$ cat src/rtl/if_fetch.sv
// Instruction fetch stage: PC sequencing, single outstanding imem request, 2-entry response FIFO.
// Define IF_FETCH_PERF_EN to add the perf_stall_cnt backpressure counter.

module if_fetch #(
   parameter int unsigned     BITS     = 32,
   parameter logic [BITS-1:0] RESET_PC = BITS'(32'h0000_0000)
) (
   input  logic            clk,
   input  logic            rst_,
   output logic            imem_req,
   output logic [BITS-1:0] imem_addr,
   input  logic            imem_gnt,
   input  logic            imem_rvalid,
   input  logic [BITS-1:0] imem_rdata,
   input  logic            redirect,
   input  logic [BITS-1:0] redirect_pc,
   input  logic            id_ready,
   output logic            if_valid,
   output logic [BITS-1:0] if_instr,
   output logic [BITS-1:0] if_pc
`ifdef IF_FETCH_PERF_EN
   ,
   output logic [15:0]     perf_stall_cnt
`endif
);

   typedef enum logic [1:0] {StBoot, StRun, StHold} state_e;

   state_e          state_q, state_d;
   logic [BITS-1:0] pc_q;
   logic [BITS-1:0] tag_pc_q;
   logic            out_q;
   logic            tag_epoch_q;
   logic            epoch_q;
   logic [BITS-1:0] fifo_pc_q    [2];
   logic [BITS-1:0] fifo_instr_q [2];
   logic            rd_ptr_q, wr_ptr_q;
   logic [1:0]      cnt_q;

   logic            rv_acc, push, pop, fire;
   logic [2:0]      credit;
   logic            unused_redirect_lsb;

   assign unused_redirect_lsb = ^redirect_pc[1:0];

   assign imem_addr = pc_q;
   assign if_valid  = (cnt_q != 2'd0);
   assign if_instr  = fifo_instr_q[rd_ptr_q];
   assign if_pc     = fifo_pc_q[rd_ptr_q];

   always_comb begin
      // rvalid with nothing outstanding (stray, or left over from before reset) is ignored
      rv_acc   = imem_rvalid & out_q;
      push     = rv_acc & (tag_epoch_q == epoch_q) & ~redirect;
      pop      = if_valid & id_ready & ~redirect;
      // An accepted response only moves from outstanding into the FIFO; just a discarded one
      // frees a slot, otherwise a full FIFO plus an in-flight request could overflow.
      credit   = 3'd2 - {1'b0, cnt_q} - {2'b00, out_q} + {2'b00, pop}
                 + {2'b00, rv_acc & ~push};
      imem_req = (state_q == StRun) & (credit != 3'd0) & ~redirect;
      fire     = imem_req & imem_gnt;

      state_d = state_q;
      if (redirect) begin
         state_d = StRun;
      end else begin
         case (state_q)
            StBoot:  state_d = StRun;
            StRun:   if (credit == 3'd0) state_d = StHold;
            StHold:  if (credit != 3'd0) state_d = StRun;
            default: state_d = StBoot;
         endcase
      end
   end

   // StBoot absorbs reset release: nothing leaves its reset value before the first clk edge
   always_ff @(posedge clk or negedge rst_) begin
      if (!rst_) begin
         state_q     <= StBoot;
         pc_q        <= RESET_PC;
         out_q       <= 1'b0;
         tag_pc_q    <= '0;
         tag_epoch_q <= 1'b0;
         epoch_q     <= 1'b0;
      end else begin
         state_q <= state_d;
         if (redirect) begin
            pc_q    <= {redirect_pc[BITS-1:2], 2'b00};
            epoch_q <= ~epoch_q;
         end else if (fire) begin
            pc_q <= pc_q + BITS'(4);
         end
         if (fire) begin
            out_q       <= 1'b1;
            tag_pc_q    <= pc_q;
            tag_epoch_q <= epoch_q;
         end else if (rv_acc) begin
            out_q <= 1'b0;
         end
      end
   end

   always_ff @(posedge clk or negedge rst_) begin
      if (!rst_) begin
         rd_ptr_q <= 1'b0;
         wr_ptr_q <= 1'b0;
         cnt_q    <= 2'd0;
         for (int i = 0; i < 2; i++) begin
            fifo_pc_q[i]    <= '0;
            fifo_instr_q[i] <= '0;
         end
      end else if (redirect) begin
         rd_ptr_q <= 1'b0;
         wr_ptr_q <= 1'b0;
         cnt_q    <= 2'd0;
      end else begin
         if (push) begin
            fifo_pc_q[wr_ptr_q]    <= tag_pc_q;
            fifo_instr_q[wr_ptr_q] <= imem_rdata;
            wr_ptr_q               <= ~wr_ptr_q;
         end
         if (pop) rd_ptr_q <= ~rd_ptr_q;
         cnt_q <= cnt_q + {1'b0, push} - {1'b0, pop};
      end
   end

`ifdef IF_FETCH_PERF_EN
   always_ff @(posedge clk or negedge rst_) begin
      if (!rst_) begin
         perf_stall_cnt <= 16'd0;
      end else if (if_valid && !id_ready && (perf_stall_cnt != 16'hFFFF)) begin
         perf_stall_cnt <= perf_stall_cnt + 16'd1;
      end
   end
`endif

endmodule

$ cat config.mk
export PLATFORM = sky130hd
export DESIGN_NAME = if_fetch
export DESIGN_NICKNAME = d
export VERILOG_FILES = /design/src/rtl/if_fetch.sv
export SDC_FILE = /design/constraint.sdc
export NUM_CORES = 1
export LEC_CHECK = 0
export ABC_CLOCK_PERIOD_IN_PS = 6100
export BUFFER_PORTS_ARGS = -buffer_cell sky130_fd_sc_hd__clkbuf_2
export CAP_MARGIN = 10
export CORE_MARGIN = 2
export CORE_UTILIZATION = 45
export CTS_BUF_LIST = sky130_fd_sc_hd__clkbuf_4 sky130_fd_sc_hd__clkbuf_8
export DETAILED_ROUTE_END_ITERATION = 7
export PLACE_DENSITY = 0.69
export SLEW_MARGIN = 20
export SYNTH_ARGS = -nofsm -noshare
export SYNTH_HDL_FRONTEND = slang
export SYNTH_SLANG_ARGS = --single-unit
$ cat constraint.sdc
create_clock -name clk -period 6.1 [get_ports clk]
set_input_delay 1.22 -clock clk [delete_from_list [all_inputs] [get_ports clk]]
set_output_delay 1.22 -clock clk [all_outputs]
set_load 0.02 [all_outputs]
# Word level (Yosys, flattened, before mapping)

Index checks and enable logic that the tools add are counted.
W data, S select, Z words.

Bitwise operators: 16
Equality and inequality tests: 5
Reduce and logical (&&, ||, !) cells: 11
Mux-type cells: 23
Add/subtract/negate cells: 7
Order comparisons: 3

Operator list:

| operator                | count |
|---|---|
| $mux W32                | 9 |
| $bwmux W64              | 2 |
| $add A32 B3 Y32 const B | 1 |
| $demux W32 S1           | 1 |
| $reduce_bool A2 Y1      | 5 |
| $and A1 B1 Y1           | 9 |
| $mux W2                 | 4 |
| $add A3 B1 Y3           | 2 |
| $mux W1                 | 6 |
| $pmux W2 S3             | 1 |
| $not A1 Y1              | 5 |
| $ge A2 B2 Y1 const B    | 2 |
| $not A1 Y2              | 2 |
| $reduce_and A2 Y1       | 2 |
| $logic_not A3 Y1        | 1 |
| $ne A3 B2 Y1 const B    | 1 |
| $ne A3 B3 Y1 const B    | 1 |
| $reduce_bool A3 Y1      | 1 |
| $sub A2 B2 Y3 const A   | 1 |
| $sub A3 B1 Y3           | 1 |
| $add A2 B1 Y2           | 1 |
| $eq A2 B1 Y1 const B    | 1 |
| $eq A2 B2 Y1 const B    | 1 |
| $logic_not A2 Y1        | 1 |
| 4 further kinds         | 4 |

Logic and storage cells: 78
Flip-flop bits (word level): 201
Input port bits: 70
Output and inout port bits: 98

# Depth between registers and ports, before layout

Depth in word-level cells: 12
Depth in mapped cells: 15
Gate-level depth less buffers: 14

# Worst setup path after synthesis

Ideal clock, no wire load.

Kind: input-to-output
Start: input redirect
End: output imem_req
Buffers on the path: 1
Required time: 4.880 ns
Setup slack: 0.671 ns
Data arrival time: 4.209 ns
Stages on the path: 10
Cell sequence: clkbuf_1 -> nand2b_1 -> nand3_1 -> fa_1 -> inv_1 -> ha_1 -> inv_1 -> fa_1 -> nor2b_1 -> a2111oi_0

Cells in the longest elaborated chain, start to end: 8
Elaborated cells on any way between the ends: 10
Classes of those cells: 2 x add/sub; 7 x bitwise; 1 x reduce/logical

Ends and longest elaborated chain:

| element                                                               | RTL line | RTL |
|---|---|---|
| from (decl)                                                           | 15       | `input logic redirect,` |
| $not A1 Y1 (no line) *                                                | --       |  |
| parallel branches: the longest is 6 deep, another holds $add A3 B1 Y3 | --       |  |
| $and A1 B1 Y1 *                                                       | 60       | `imem_req = (state_q == StRun) & (credit != 3'd0) & ~redirect;` |
| to (decl)                                                             | 10       | `output logic imem_req,` |

Every way passes the cells marked *.

# Worst setup path in the final report

Start: input imem_rvalid
End: output imem_req

Cells in the longest elaborated chain, start to end: 9

Ends and longest elaborated chain:

| element                      | RTL line | RTL |
|---|---|---|
| from (decl)                  | 13       | `input logic imem_rvalid,` |
| $and A1 B1 Y1 *              | 53       | `rv_acc = imem_rvalid & out_q;` |
| $and A1 B1 Y1 (2 in a row)   | 54       | `push = rv_acc & (tag_epoch_q == epoch_q) & ~redirect;` |
| $not A1 Y1                   | 59       | `+ {2'b00, rv_acc & ~push};` |
| $and A1 B1 Y1 *              | 59       |  |
| $add A3 B1 Y3 *              | 59       |  |
| $reduce_bool A3 Y1 *         | 60       |  |
| $and A1 B1 Y1 * (2 in a row) | 60       |  |

Every way passes the cells marked *; elsewhere a longest branch is shown, timed or not.

==> flow_metrics.env <==
export IMPL_status="complete, no violations"
export IMPL_die_x_um=143.6
export IMPL_wire_per_inst_um=16.30
export IMPL_grt_pass1_vias=5769
export IMPL_finalNonFillerCells=1158
export IMPL_initial_core_util_pct=45.48
export IMPL_rows=51
export IMPL_nFillCells=1750
export IMPL_startpoint_type="input pin"
export IMPL_internal_power_mw=3.000
export IMPL_synth_area_leaders="dfrtp_1 55%, mux2_2 24%, nand2_1 5.3%"
export IMPL_combPwrFrac_pct=35.7
export IMPL_min_period_ns=5.242
export IMPL_clk_pin_slew_ns=0.10
export IMPL_coreArea_um2=19270
export IMPL_synth_warnings=0
export IMPL_wl_um=18880
export IMPL_p_clk_share_pct=20.4
export IMPL_max_freq_ghz=0.1908
export IMPL_synthTopCellsByCount="193 x dfrtp_1, 186 x mux2_2, 124 x nand2_1"
export IMPL_grt_max_degree=83
export IMPL_power_density_nw_per_um2=457.0
export IMPL_grt_antenna_before_repair=0
export IMPL_io_pins=168
export IMPL_netlist_area_um2=8765
export IMPL_dpl_hpwl_um=12540
export IMPL_io_buffers=161
export IMPL_dieArea_um2=20610
export IMPL_yosysTopAreaCell="dfrtp_1"
export IMPL_tns_ns=0
export IMPL_synthArstFlopShare_pct=100.0
export IMPL_wl_met3_um=1116
export IMPL_antenna_cells=0
export IMPL_syn_to_final_growth_pct=17.66
export IMPL_root_buffer="clkbuf_8"
export IMPL_ctsHoldBuffers=0
export IMPL_leakage_nw=5.019
export IMPL_p_switching_mw=1.712
export IMPL_syn_inst=731
export IMPL_timing_rr_end="imem_addr[6]"
export IMPL_grtUsageTotal_pct=18.87
export IMPL_drtIter0Drc=314
export IMPL_register_area_um2=4831
export IMPL_switching_share_pct=36.34
export IMPL_ys_seq_area_share_pct=55.10
export IMPL_hold_class="register to register"
export IMPL_worstMarginPinSlew_ns=0.8121
export IMPL_post_cts_buffers=0
export IMPL_clk_latency_ns=0.47
export IMPL_multiInputGateArea_um2=3759
export IMPL_ys_flop_type="dfrtp_1"
export IMPL_synth_cell_types=52
export IMPL_clock_sinks=193
export IMPL_clock_path_buffers=2
export IMPL_cts_resized=0
export IMPL_drc=0
export IMPL_critical_path_required_ns=4.88
export IMPL_place_congestion=0.7837
export IMPL_setup_viol=0
export IMPL_cap_viol_max_count=0
export IMPL_htreeDepth=4
export IMPL_overflow=0
export IMPL_synth_edf_count=0
export IMPL_die_h_um=143.6
export IMPL_cp_data_arrival_time_ns=4.02
export IMPL_drv_slew=0
export IMPL_vias=6043
export IMPL_synth_top_area_share_pct=55.10
export IMPL_grt_pass1_wl_um=30430
export IMPL_r2r_start="epoch_q"
export IMPL_yosys_register_bits=193
export IMPL_avgViaCountPerCell=5.218
export IMPL_postRouteAntennaNets=0
export IMPL_worstHoldPathCells=2
export IMPL_hp_start="tag_pc_q[23]"
export IMPL_crit_type="input pin to primary output"
export IMPL_synth_most_common_cell="dfrtp_1"
export IMPL_final_nets=956
export IMPL_placed_cells=1126
export IMPL_drive_gt1_share_pct=44.68
export IMPL_cp_end_kind="primary output"
export IMPL_cts_tree="built"
export IMPL_rsz0062_at_grt="false"
export IMPL_reg2reg_depth=15
export IMPL_rrSetupSlack_ns=2.04
export IMPL_routed_top_layer="met4"
export IMPL_vdd_drop_max_uv=221.7
export IMPL_cts_inserted_buffers=17
export IMPL_wl_met1_um=8816
export IMPL_skew_ns=0.01505
export IMPL_dr_pass1_iters=5
export IMPL_hold_end="tag_pc_q[23]"
export IMPL_finalCritPeriodShare_pct=85.93
export IMPL_p_seq_share_pct=43.9
export IMPL_synth_area_per_cell_um2=11.99
export IMPL_dr_wl_met2_um=8683
export IMPL_hold_viol=0
export IMPL_max_slew_margin_pct=45.86
export IMPL_critPathMaxFanout=4
## worst max path at each step
stage	start	slack [ns]	end
floorplan	redirect	0.67	imem_req
detailed placement	imem_rvalid	0.83	imem_req
CTS	imem_rvalid	0.82	imem_req
global route	imem_rvalid	0.70	imem_req
global placement	imem_rvalid	0.89	imem_req
finish	imem_rvalid	0.86	imem_req
## kinds of logic (layout without fill, tap and decap cells)
family          after synthesis  in the layout  synth area share (%)
simple gates                206            206                 10.85
mux                         188            188                 24.13
fa+ha+maj                     6              6                 1.028
buf+inv                      56            215                 2.598
xor+xnor                     10             10                0.9992
flops                       193            193                 55.10
other cells                   1              4               0.04279
compound gates               71             71                 5.254
## cell type report
class / instances / share of cell area (%)
Clock buffer: 18 / 2.402
Multi-Input combinational cell: 485 / 36.45
Inverter: 13 / 0.4732
Sequential cell: 193 / 46.85
Timing Repair Buffer: 170 / 8.554
Tap cell: 265 / 3.215
Clock inverter: 14 / 2.063
## critical path, stage by stage
cell and delay, ns:
clkbuf_2 0.10, and3_1 0.17, nand2b_1 0.25, nand3_1 0.14, fa_1 0.50, inv_1 0.04, ha_1 0.17, inv_1 0.06
fa_1 0.42, nor2b_1 0.20, a2111oi_0 0.49, clkbuf_2 0.26
## metrics by stage
stage | util [%] | hold slack (ns) | area, um2 | total power, mW | setup WS (ns)
2_1_floorplan | - | 0.4567 | 8776 | 3.235 | 0.6708
3_3_place_gp | 51.11 | 0.4785 | 9849 | 3.754 | 0.8950
3_5_place_dp | 51.12 | 0.4879 | 9852 | 3.802 | 0.8291
4_1_cts | 53.51 | 0.5134 | 10310 | 4.770 | 0.8224
5_1_grt | 53.51 | 0.5227 | 10310 | 5.028 | 0.7008
6_report | 53.51 | 0.5075 | 10310 | 4.712 | 0.8580
## placed cells by master, fill, tap and decap left out, drive strengths merged, types with 9 or more instances in the layout
master,count
nand2,124
o21ai,25
nor2,16
buf,9
a21oi,10
mux2,186
clkbuf,179
o211ai,9
dfrtp,193
inv,22
nand3,14
## flip-flops by register name (all words and copies together), names as in the netlist
register,count
rd_ptr_q,1
cnt_q,2
tag_pc_q,30
epoch_q,1
out_q,1
tag_epoch_q,1
imem_addr,30
state_q,2
fifo_pc_q,60
fifo_instr_q,64
wr_ptr_q,1
## per-layer routing
layer / up-vias / track usage, %
li1: 2870 / -
met1: 2972 / 26.11
met2: 183 / 29.50
met3: 18 / 4.532
met4: 0 / 5.934
met5: - / 0
## power by group through the flow
stage | Sequential (mW) | Combinational, mW | Clock (mW)
3_3_place_gp | 2.08 | 1.68 | 0
3_5_place_dp | 2.10 | 1.70 | 0
6_report | 2.07 | 1.68 | 0.961
4_1_cts | 2.07 | 1.71 | 0.988
5_1_grt | 2.14 | 1.85 | 1.04
2_1_floorplan | 2.03 | 1.20 | 0
Note: power is estimated with default switching activity, not from simulation.
